--- config.mk ---
export PLATFORM = sky130hd
export DESIGN_NAME = pc_stack_unit_flat
export DESIGN_NICKNAME = d
export VERILOG_FILES = /design/src/rtl/pc_stack_pkg.sv /design/src/rtl/pc_stack_unit_if.sv /design/src/rtl/pc_stack_unit_call_stack.sv /design/src/rtl/pc_stack_unit.sv /design/src/flat_wrapper.sv
export SDC_FILE = /design/constraint.sdc
export NUM_CORES = 1
export LEC_CHECK = 0
export CAP_MARGIN = 20
export CORE_UTILIZATION = 45
export DETAILED_ROUTE_END_ITERATION = 7
export PLACE_DENSITY = 0.74
export REMOVE_ABC_BUFFERS = 1
export SKIP_LAST_GASP = 1
export SYNTH_ARGS = -nofsm -noshare
export SYNTH_HDL_FRONTEND = slang
export SYNTH_SLANG_ARGS = --single-unit
--- constraint.sdc ---
create_clock -name clk -period 2.98 [get_ports clk]
set_input_delay 0.596 -clock clk [delete_from_list [all_inputs] [get_ports clk]]
set_output_delay 0.596 -clock clk [all_outputs]
set_load 0.01 [all_outputs]
--- src/rtl/pc_stack_pkg.sv ---
// Shared sequencing-op encoding for the decoder and the pc/stack unit.
// Also holds small helpers for classifying ops.
package pc_stack_pkg;

    localparam int OP_WIDTH = 3;

    typedef enum logic [OP_WIDTH-1:0] {
        OP_NEXT   = 3'd0,
        OP_SKIP   = 3'd1,
        OP_GOTO   = 3'd2,
        OP_CALL   = 3'd3,
        OP_RETURN = 3'd4,
        OP_INT    = 3'd5
    } op_t;

    function automatic logic is_push(
        input logic [OP_WIDTH-1:0] op
    );
        return (op == OP_CALL) || (op == OP_INT);
    endfunction

endpackage

--- src/rtl/pc_stack_unit_if.sv ---
// Decoder-side bundle of the pc/stack unit.
// The decoder drives op and jump fields; the unit returns pc and stack status.
interface pc_stack_unit_if #(
    parameter int PC_WIDTH    = 13,
    parameter int JUMP_WIDTH  = 11,
    parameter int STACK_DEPTH = 8
);
    localparam int DW = $clog2(STACK_DEPTH) + 1;

    logic                         stall;
    logic [2:0]                   op;
    logic [JUMP_WIDTH-1:0]        target;
    logic [PC_WIDTH-JUMP_WIDTH-1:0] page_sel;
    logic                         err_clear;
    logic [PC_WIDTH-1:0]          pc;
    logic [DW-1:0]                depth;
    logic                         stack_full;
    logic                         stack_empty;
    logic                         overflow_err;
    logic                         underflow_err;

    modport master (
        output stall, op, target, page_sel, err_clear,
        input  pc, depth, stack_full, stack_empty,
        input  overflow_err, underflow_err
    );

    modport slave (
        input  stall, op, target, page_sel, err_clear,
        output pc, depth, stack_full, stack_empty,
        output overflow_err, underflow_err
    );

endinterface

--- src/rtl/pc_stack_unit_call_stack.sv ---
// LIFO return-address storage with wrapping top pointer and depth counter.
// Top-of-stack read is combinational for zero-latency returns.
module call_stack #(
    parameter int WIDTH = 13,
    parameter int DEPTH = 8,
    parameter bit WRAP  = 1'b1
) (
    input  logic                     clk,
    input  logic                     reset,
    input  logic                     push,
    input  logic                     pop,
    input  logic [WIDTH-1:0]         wdata,
    output logic [WIDTH-1:0]         rdata,
    output logic [$clog2(DEPTH):0]   depth,
    output logic                     full,
    output logic                     empty
);
    localparam int PW = $clog2(DEPTH);
    localparam int DW = PW + 1;

    logic [WIDTH-1:0] mem [DEPTH];
    logic [PW-1:0]    top;
    logic             wr_en;
    logic             rd_en;

    assign full  = (depth == DW'(DEPTH));
    assign empty = (depth == '0);
    // When full, top already points at the oldest slot, so wrap overwrites it.
    assign wr_en = push && (!full || WRAP);
    assign rd_en = pop && !empty && !push;
    assign rdata = mem[top - PW'(1)];

    always_ff @(posedge clk) begin
        if (wr_en) mem[top] <= wdata;
    end

    always_ff @(posedge clk or posedge reset) begin
        if (reset) begin
            top   <= '0;
            depth <= '0;
        end else if (wr_en) begin
            top <= top + PW'(1);
            if (!full) depth <= depth + DW'(1);
        end else if (rd_en) begin
            top   <= top - PW'(1);
            depth <= depth - DW'(1);
        end
    end

endmodule

--- src/rtl/pc_stack_unit.sv ---
// Program-counter sequencer: next-pc mux, call stack and sticky
// overflow/underflow flags for the 14-bit-instruction core.
module pc_stack_unit
    import pc_stack_pkg::*;
#(
    parameter int PC_WIDTH    = 13,
    parameter int JUMP_WIDTH  = 11,
    parameter int STACK_DEPTH = 8,
    parameter logic [PC_WIDTH-1:0] RESET_VECTOR = '0,
    parameter logic [PC_WIDTH-1:0] INT_VECTOR   = PC_WIDTH'(4),
    parameter bit OVF_WRAP    = 1'b1
) (
    input  logic         clk,
    input  logic         reset,
    pc_stack_unit_if.slave bus
);
    logic [PC_WIDTH-1:0] pc_q;
    logic [PC_WIDTH-1:0] pc_d;
    logic [PC_WIDTH-1:0] pc_inc;
    logic [PC_WIDTH-1:0] jump_pc;
    logic [PC_WIDTH-1:0] push_data;
    logic [PC_WIDTH-1:0] top_data;
    logic                push;
    logic                pop;
    logic                full;
    logic                empty;
    logic                ovf_set;
    logic                unf_set;
    logic                ovf_q;
    logic                unf_q;

    assign pc_inc  = pc_q + PC_WIDTH'(1);
    assign jump_pc = {bus.page_sel, bus.target};
    assign push    = !bus.stall && is_push(bus.op);
    assign ovf_set = push && full;

    always_comb begin
        pc_d      = pc_inc;
        push_data = pc_inc;
        pop       = 1'b0;
        unf_set   = 1'b0;
        case (bus.op)
            OP_SKIP: pc_d = pc_q + PC_WIDTH'(2);
            OP_GOTO: pc_d = jump_pc;
            OP_CALL: pc_d = jump_pc;
            OP_RETURN: begin
                if (empty) begin
                    unf_set = !bus.stall;
                end else begin
                    pop  = !bus.stall;
                    pc_d = top_data;
                end
            end
            // Interrupted instruction re-executes on return.
            OP_INT: begin
                push_data = pc_q;
                pc_d      = INT_VECTOR;
            end
            default: ;
        endcase
    end

    always_ff @(posedge clk or posedge reset) begin
        if (reset) begin
            pc_q  <= RESET_VECTOR;
            ovf_q <= 1'b0;
            unf_q <= 1'b0;
        end else if (!bus.stall) begin
            pc_q  <= pc_d;
            ovf_q <= ovf_set || (ovf_q && !bus.err_clear);
            unf_q <= unf_set || (unf_q && !bus.err_clear);
        end
    end

    call_stack #(
        .WIDTH (PC_WIDTH),
        .DEPTH (STACK_DEPTH),
        .WRAP  (OVF_WRAP)
    ) u_stack (
        .clk   (clk),
        .reset (reset),
        .push  (push),
        .pop   (pop),
        .wdata (push_data),
        .rdata (top_data),
        .depth (bus.depth),
        .full  (full),
        .empty (empty)
    );

    assign bus.pc            = pc_q;
    assign bus.stack_full    = full;
    assign bus.stack_empty   = empty;
    assign bus.overflow_err  = ovf_q;
    assign bus.underflow_err = unf_q;

endmodule

--- src/flat_wrapper.sv ---
// flat-port wrapper written by rule: the top's interface ports become plain ports
module pc_stack_unit_flat import pc_stack_pkg::*;
#(
    parameter int PC_WIDTH    = 13,
    parameter int JUMP_WIDTH  = 11,
    parameter int STACK_DEPTH = 8,
    parameter logic [PC_WIDTH-1:0] RESET_VECTOR = '0,
    parameter logic [PC_WIDTH-1:0] INT_VECTOR   = PC_WIDTH'(4),
    parameter bit OVF_WRAP    = 1'b1
)
  (clk, reset, bus_stall, bus_op, bus_target, bus_page_sel, bus_err_clear, bus_pc, bus_depth, bus_stack_full, bus_stack_empty, bus_overflow_err, bus_underflow_err);
  pc_stack_unit_if #(.PC_WIDTH(PC_WIDTH), .JUMP_WIDTH(JUMP_WIDTH), .STACK_DEPTH(STACK_DEPTH)) bus_i ();
  input  logic clk;
  input  logic reset;
  input wire logic [$bits(bus_i.stall)-1:0] bus_stall;
  input wire logic [$bits(bus_i.op)-1:0] bus_op;
  input wire logic [$bits(bus_i.target)-1:0] bus_target;
  input wire logic [$bits(bus_i.page_sel)-1:0] bus_page_sel;
  input wire logic [$bits(bus_i.err_clear)-1:0] bus_err_clear;
  output wire logic [$bits(bus_i.pc)-1:0] bus_pc;
  output wire logic [$bits(bus_i.depth)-1:0] bus_depth;
  output wire logic [$bits(bus_i.stack_full)-1:0] bus_stack_full;
  output wire logic [$bits(bus_i.stack_empty)-1:0] bus_stack_empty;
  output wire logic [$bits(bus_i.overflow_err)-1:0] bus_overflow_err;
  output wire logic [$bits(bus_i.underflow_err)-1:0] bus_underflow_err;
  assign bus_i.stall = bus_stall;
  assign bus_i.op = bus_op;
  assign bus_i.target = bus_target;
  assign bus_i.page_sel = bus_page_sel;
  assign bus_i.err_clear = bus_err_clear;
  assign bus_pc = bus_i.pc;
  assign bus_depth = bus_i.depth;
  assign bus_stack_full = bus_i.stack_full;
  assign bus_stack_empty = bus_i.stack_empty;
  assign bus_overflow_err = bus_i.overflow_err;
  assign bus_underflow_err = bus_i.underflow_err;
  pc_stack_unit #(.PC_WIDTH(PC_WIDTH), .JUMP_WIDTH(JUMP_WIDTH), .STACK_DEPTH(STACK_DEPTH), .RESET_VECTOR(RESET_VECTOR), .INT_VECTOR(INT_VECTOR), .OVF_WRAP(OVF_WRAP)) u_core (.clk(clk), .reset(reset), .bus(bus_i));
endmodule
==> summary.txt <==
Outcome
  • Outcome: finished clean

Placed design
  • Routability Congestion: 0.891
  • DP Area: 6710 µm²
  • Final HPWL DP: 9740 µm
  • PortBufs: 40

Global routing
  • Met2 Usage GRT: 37.0%
  • Met1 GRT Util: 33.3%
  • Initial antenna violation count: 0
  • GRT overflow: 0
  • First-pass GRT wire length: 23200 µm
  • Most Used Layer, Global Route: met2
  • Gr usage total: 24.5%
  • Vias in the first global route: 4002
  • Largest net degree at the start of global routing: 31
  • Met3 Track Usage GR: 6.49%

Synth
  • Synth top area share: 52.6%
  • Dominant synthesized flop cell: edfxtp_1
  • Post-synth EDFFs: 104
  • Sequential share of the synthesized area: 61.9%
  • #FFs+latches synth: 126
  • Synth cell types: 53
  • Ys async rst share: 17.5%
  • Area contributors post-synth: edfxtp_1 (53%), mux4_2 (10%), dfrtp_1 (9.3%)
  • Post-synth top area cell: edfxtp_1
  • Netlist Area Pre-Place: 5940 µm²
  • Syn. warnings: 0
  • Cells after Synth: 420
  • Post-synthesis area per instance: 14.1 µm²

Die
  • Die Span Y: 117 µm
  • Core Area: 12700 µm²
  • Die area: 13700 µm²
  • FP Rows: 41
  • Die width: 117 µm
  • I/O pins: 41
  • Starting density of the core: 46.7%

Job
  • Max Cap Viol: 0

Clock network
  • Clock root buffer: clkbuf_16
  • Clock Path Buffers: 2
  • Hold-fix buffers at CTS: 0
  • CTS sink cnt: 126
  • Clock latency on the worst-skew pair: 430 ps
  • Clock-pin slew on the worst setup and hold paths: 50 ps
  • H-tree levels: 4
  • CTS tree: built
  • Num CTS Buffers: 17

Worst setup path
  • Startpoint types: flop
  • Worst Setup SP: u_core.u_stack.depth[1]$_DFFE_PP0P_
  • Worst Path Class, Setup: reg -> out
  • Crit path arrival time: 2270 ps
  • Register-to-register setup slack: 590 ps
  • Worst-path fanout max: 7
  • R2R cell count: 7
  • Worst EP required: 2380 ps
  • Critical path endpoint category: output pin
  • Reg2Reg Launch Point: u_core.u_stack.top[1]$_DFFE_PP0P_
  • Reg2Reg Capture Point: u_core.bus.pc[0]$_DFFE_PP0P_

STA
  • Slew Viols, Final: 0
  • Slew @ Worst Pin: 688 ps
  • Final Cycle Share: 96.3%
  • Worst Hold Slack: 493 ps
  • Clock Skews: 7.25 ps
  • Crit path time final: 2870 ps
  • Endpoints failing setup: 0
  • Setup TNS Final: 0 ps
  • RSZ-0062 raised after global routing: no
  • Max Freq: 349 MHz
  • Slew HR: 53.7%
  • Final number of hold-violating endpoints: 0

Cells and area
  • Final design area excluding fillers: 7300 µm²
  • Synth-to-layout area growth: 23.0%
  • Most frequent cells in the layout: edfxtp_1 (104), clkdlybuf4s50_1 (40), buf_4 (34)
  • Area occupied by multi-input gates: 2120 µm²
  • Post-Route Utilization: 57.4%
  • Nets@finish: 511
  • Most common cell after layout, fill and taps aside: edfxtp_1
  • Share of layout cells above drive strength 1: 22.5%
  • ANT cells: 0
  • Fill cells: 1032
  • Register area: 3670 µm²

Drt
  • Vias/cell: 6.00
  • Iter 0 DRT Violations: 548
  • DRT Pass-1 Iters: 7
  • Post-route DRC: 0
  • Routed len/inst: 22.5 µm
  • DRT antenna net count: 0
  • Via count: 4013
  • Drt total wl: 15000 µm

Min path
  • Hold endpoint: u_core.bus.overflow_err$_DFFE_PP0N_
  • Tightest Hold Check Type: reg -> reg
  • Hold Crit Start: u_core.bus.overflow_err$_DFFE_PP0N_
  • Hold path cells: 1

Power
  • PD cells: 946 nW/µm²
  • Maximum vdd drop: 550 µV
  • LEAKAGE: 2.52 nW
## stage by stage
step                      instances  total power [mW]  worst slack [ps]
final                           669              6.91               111
after global routing            669              7.22              28.4
after CTS                       669              6.94               104
after detailed placement        637              4.86               126
after global placement          637              4.80               297
after floorplan                 391              3.96              -557
## kinds of logic (layout without fill, tap and decap cells)
| kind of cell | count (synthesis) | after routing | synth area share (%) |
|---|---|---|---|
| buf+inv | 43 | 120 | 3.12 |
| flops | 126 | 126 | 61.9 |
| compound gates | 78 | 78 | 8.77 |
| fa+ha+maj | 7 | 7 | 1.60 |
| simple gates | 103 | 103 | 8.70 |
| mux | 35 | 35 | 11.7 |
| xor+xnor | 28 | 28 | 4.26 |
## worst max-delay path, stage by stage (launching register included)
cell,delay (ps)
dfrtp_1,450
or4_4,620
inv_1,210
clkdlybuf4s50_1,570
## synthesized netlist by cell type, types with 2 or more instances
cell type  instances
or2_2              2
nand2_1           26
nand2b_1           5
buf_2             13
a21o_1             3
a21oi_1           22
o21ai_0           12
xor2_1            10
dfrtp_1           22
and4_1             2
o22ai_1            4
a32oi_1            3
xnor2_1           17
a22o_1             5
o211ai_1           2
mux2i_1            3
nor2_1            20
mux4_2            27
a221oi_1           6
nor4_1             7
a22oi_1            2
a31oi_1            3
nor3_1            12
a41oi_1            2
nor3b_1            3
clkbuf_1          14
inv_1             13
mux2_2             5
o21ai_1            3
nor2b_1            4
and3_1             3
a211oi_1           3
ha_1               6
nand3_1           11
edfxtp_1         104
nand4_1            4
## where the power goes
| part | internal (mW) | total [mW] | switching (mW) |
|---|---|---|---|
| Sequential | 2.26 | 2.51 | 0.249 |
| Combinational | 1.11 | 2.35 | 1.24 |
| Clock | 1.24 | 2.05 | 0.806 |
| Total | 4.61 | 6.91 | 2.30 |
## routing by layer
| metal | up-vias | part of all wire [%] |
|---|---|---|
| li1 | 1756 | - |
| met3 | 37 | 7.2 |
| met2 | 204 | 47 |
| met4 | 0 | 3.5 |
| met5 | - | 0 |
| met1 | 2016 | 43 |
## how the worst max path moves through the flow
| stage | to | depth (start not counted) |
|---|---|---|
| floorplan | u_core.bus.pc[0]$_DFFE_PP0P_ | 6 |
| CTS | bus_stack_empty | 3 |
| detailed placement | u_core.u_stack.mem[4][12]$_DFFE_PP_ | 7 |
| global route | bus_stack_empty | 3 |
| global placement | u_core.u_stack.mem[0][12]$_DFFE_PP_ | 7 |
| finish | bus_stack_empty | 3 |
## sequential cells by signal, summed over array words and instances, names as in the netlist
name and flops:
u_core.u_stack.depth 4, u_core.u_stack.mem 104, u_core.bus.overflow_err 1, u_core.u_stack.top 3
u_core.bus.pc 13, u_core.bus.underflow_err 1
## layout make-up
type	count	share of cell area [%]
flip-flops and latches	126	50.3
multi-input cells	251	29.0
repair buffers	74	8.98
clock buffers	18	5.88
well taps	172	2.95
clock inverters	14	2.18
inverters	14	0.720
## timing repair
action,in CTS,in global routing
setup endpoints to repair,1,0
gates resized for setup,1,0
setup buffers,0,0
Note: power is estimated with default switching activity, not from simulation.
==> patch: new RTL, same flow settings <==
`STACK_DEPTH` is set to 8 in 3 places; all go to 4.
--- a/src/rtl/pc_stack_unit_if.sv
+++ b/src/rtl/pc_stack_unit_if.sv
@@ -3,7 +3,7 @@
 interface pc_stack_unit_if #(
     parameter int PC_WIDTH    = 13,
     parameter int JUMP_WIDTH  = 11,
-    parameter int STACK_DEPTH = 8
+    parameter int STACK_DEPTH = 4
 );
     localparam int DW = $clog2(STACK_DEPTH) + 1;
 
--- a/src/rtl/pc_stack_unit.sv
+++ b/src/rtl/pc_stack_unit.sv
@@ -5,7 +5,7 @@
 #(
     parameter int PC_WIDTH    = 13,
     parameter int JUMP_WIDTH  = 11,
-    parameter int STACK_DEPTH = 8,
+    parameter int STACK_DEPTH = 4,
     parameter logic [PC_WIDTH-1:0] RESET_VECTOR = '0,
     parameter logic [PC_WIDTH-1:0] INT_VECTOR   = PC_WIDTH'(4),
     parameter bit OVF_WRAP    = 1'b1
--- a/src/flat_wrapper.sv
+++ b/src/flat_wrapper.sv
@@ -3,7 +3,7 @@
 #(
     parameter int PC_WIDTH    = 13,
     parameter int JUMP_WIDTH  = 11,
-    parameter int STACK_DEPTH = 8,
+    parameter int STACK_DEPTH = 4,
     parameter logic [PC_WIDTH-1:0] RESET_VECTOR = '0,
     parameter logic [PC_WIDTH-1:0] INT_VECTOR   = PC_WIDTH'(4),
     parameter bit OVF_WRAP    = 1'b1
Interface: changed (resized bus_depth); port bits go from 41 to 40. The function was not compared with the original's and may differ.
==> patch against the unedited design <==
- wire length shrank 42%
- sequential power fell by 43%
- worst setup slack gained 0.29 ns
- area after synthesis fell by 37%
- first-iteration DRC count fell by 75%
- total power decreased by 49%
- die area shrank 37%
- sequential cell count fell by 54
- register-to-register slack barely moved
- critical path depth did not move
- design area shrank 39%
- clock power down 65%
- critical path type unchanged
==> patch: results (changes against the unedited design) <==
[metrics] final setup skew: 0.00920 ns (+0.00195 ns)
[metrics] Worst Hold Launch: u_core.bus.underflow_err
[metrics] worst supply voltage drop on vdd: 422 µV (-23%)
[metrics] Worst EP arrival: 1.98 ns (-0.29 ns)
[metrics] endpoint of the worst-slack reg-to-reg timing path: u_core.bus.pc[7]
[metrics] most common library cells after synthesis: sky130_fd_sc_hd__edfxtp_1 (52), sky130_fd_sc_hd__nand2_1 (22), sky130_fd_sc_hd__dfrtp_1 (20), sky130_fd_sc_hd__nor2_1 (20), sky130_fd_sc_hd__xnor2_1 (19)
[metrics] drt pass-1 iters: 5 (-2)
[metrics] Worst Hold Depth: 2 (+1)
[metrics] overall global routing resource usage: 22.2% (-2.3 points)
[metrics] detailed-placement wirelength estimate: 5.93 mm (-39%)
[metrics] post-place setup slack: 0.182 ns (+0.0560 ns)
[metrics] headroom to the max-slew limit: 42.1% (-12 points)
[metrics] endpoint of the worst hold-timing path: u_core.bus.underflow_err
[metrics] EDFF count, synth: 52 (-50%)
[metrics] Iteration-0 DRC Markers: 137 (-75%)
[metrics] layout cell share with drive strength beyond 1: 15.3% (-7.3 points)
[metrics] global-route wire length before repair: 14.2 mm (-39%)
[metrics] Slowest cell on crit path: sky130_fd_sc_hd__clkdlybuf4s50_1
[metrics] CTS Root Cell: sky130_fd_sc_hd__clkbuf_8
[metrics] met3 track demand over resource: 5.69% (-0.80 points)
[metrics] final net count: 377 (-26%)
[metrics] number of global-route vias before repair: 2742 (-31%)
[metrics] Period Utilization, post-route: 86.4% (-9.8 points)
[metrics] launching instance or port of the critical path: u_core.u_stack.depth[0]
[metrics] number of buffers inserted by port buffering: 39 (-2.5%)
[metrics] leading post-synthesis cells by cell area: sky130_fd_sc_hd__edfxtp_1 (42%), sky130_fd_sc_hd__dfrtp_1 (13%), sky130_fd_sc_hd__mux4_2 (7.8%), sky130_fd_sc_hd__xnor2_1 (4.5%), sky130_fd_sc_hd__a21oi_1 (2.4%)
[metrics] met1 track demand over resource: 29.7% (-3.6 points)
[metrics] clock-pin transition on the worst setup and hold timing paths: 0.07 ns (+0.02 ns)
[metrics] count of instances resized after the clock tree is built: 0 (-1)
[metrics] final standard cell count with taps included and fillers excluded: 456 (-32%)
[metrics] portion of the post-synthesis area used by sequential elements: 55.2% (-6.6 points)
[metrics] final RePlAce weighted congestion: 0.829 (-7.0%)
[metrics] CTS HTree Levels: 3 (-1)
[metrics] clock latency reported for the late side of the worst-skew pair: 0.35 ns (-0.08 ns)
[metrics] largest incremental delay on the critical path: 0.54 ns (-0.08 ns)
[metrics] Vias: 2623 (-35%)
[metrics] leakage power figure: 1.61 nW (-36%)
[metrics] pin count of the biggest net entering global routing: 33 (+6.5%)
[metrics] number of distinct library cells after synthesis: 58 (+9.4%)
[metrics] outcome: finished, final reports clean
[metrics] met2 track demand over resource in global routing: 35.3% (-1.7 points)
[metrics] switching share of total power: 34.0% (+0.69 points)
patch: cell count changes after synthesis, moves of 7 or more:
cell,delta
sky130_fd_sc_hd__edfxtp_1,-52
sky130_fd_sc_hd__mux4_2,-14
sky130_fd_sc_hd__nor4_1,-7
sky130_fd_sc_hd__xor2_1,-7
patch: power groups by stage:
| stage | registers (mW) | clock network [mW] | logic (mW) |
|---|---|---|---|
| floorplan | 1.49 | 0 | 0.776 |
| global placement | 1.44 | 0 | 1.29 |
| detailed placement | 1.45 | 0 | 1.33 |
| CTS | 1.43 | 0.738 | 1.34 |
| global route | 1.46 | 0.783 | 1.45 |
| finish | 1.43 | 0.726 | 1.33 |
patch: worst min-delay path, cell delays in order, from the launching register on:
cell and delay, ns:
sky130_fd_sc_hd__dfrtp_1 0.34, sky130_fd_sc_hd__nand2_1 0.05, sky130_fd_sc_hd__o21ai_0 0.06
patch: routing by layer:
layer	share of wire [%]	routed length [µm]
met1	44	3840
met2	47	4150
met3	6.7	588
met4	1.8	161
met5	0	0
patch: cells by family (layout without fill, tap and decap cells):
logic type,count (synthesis),in the layout,share of synthesized area (%)
compound gates,68,68,12.8
xor+xnor,22,22,5.16
fa+ha+maj,7,7,2.55
buf+inv,36,85,4.19
flops,72,72,55.2
mux,15,15,8.41
simple gates,85,85,11.7
patch: layout make-up:
type | count | area (µm²)
Clock buffer | 10 | 128
Clock inverter | 5 | 48.8
Fill cell | 664 | 3440
Inverter | 16 | 60.1
Multi-Input combinational cell | 197 | 1520
Sequential cell | 72 | 2060
Tap cell | 102 | 128
Timing Repair Buffer | 54 | 503
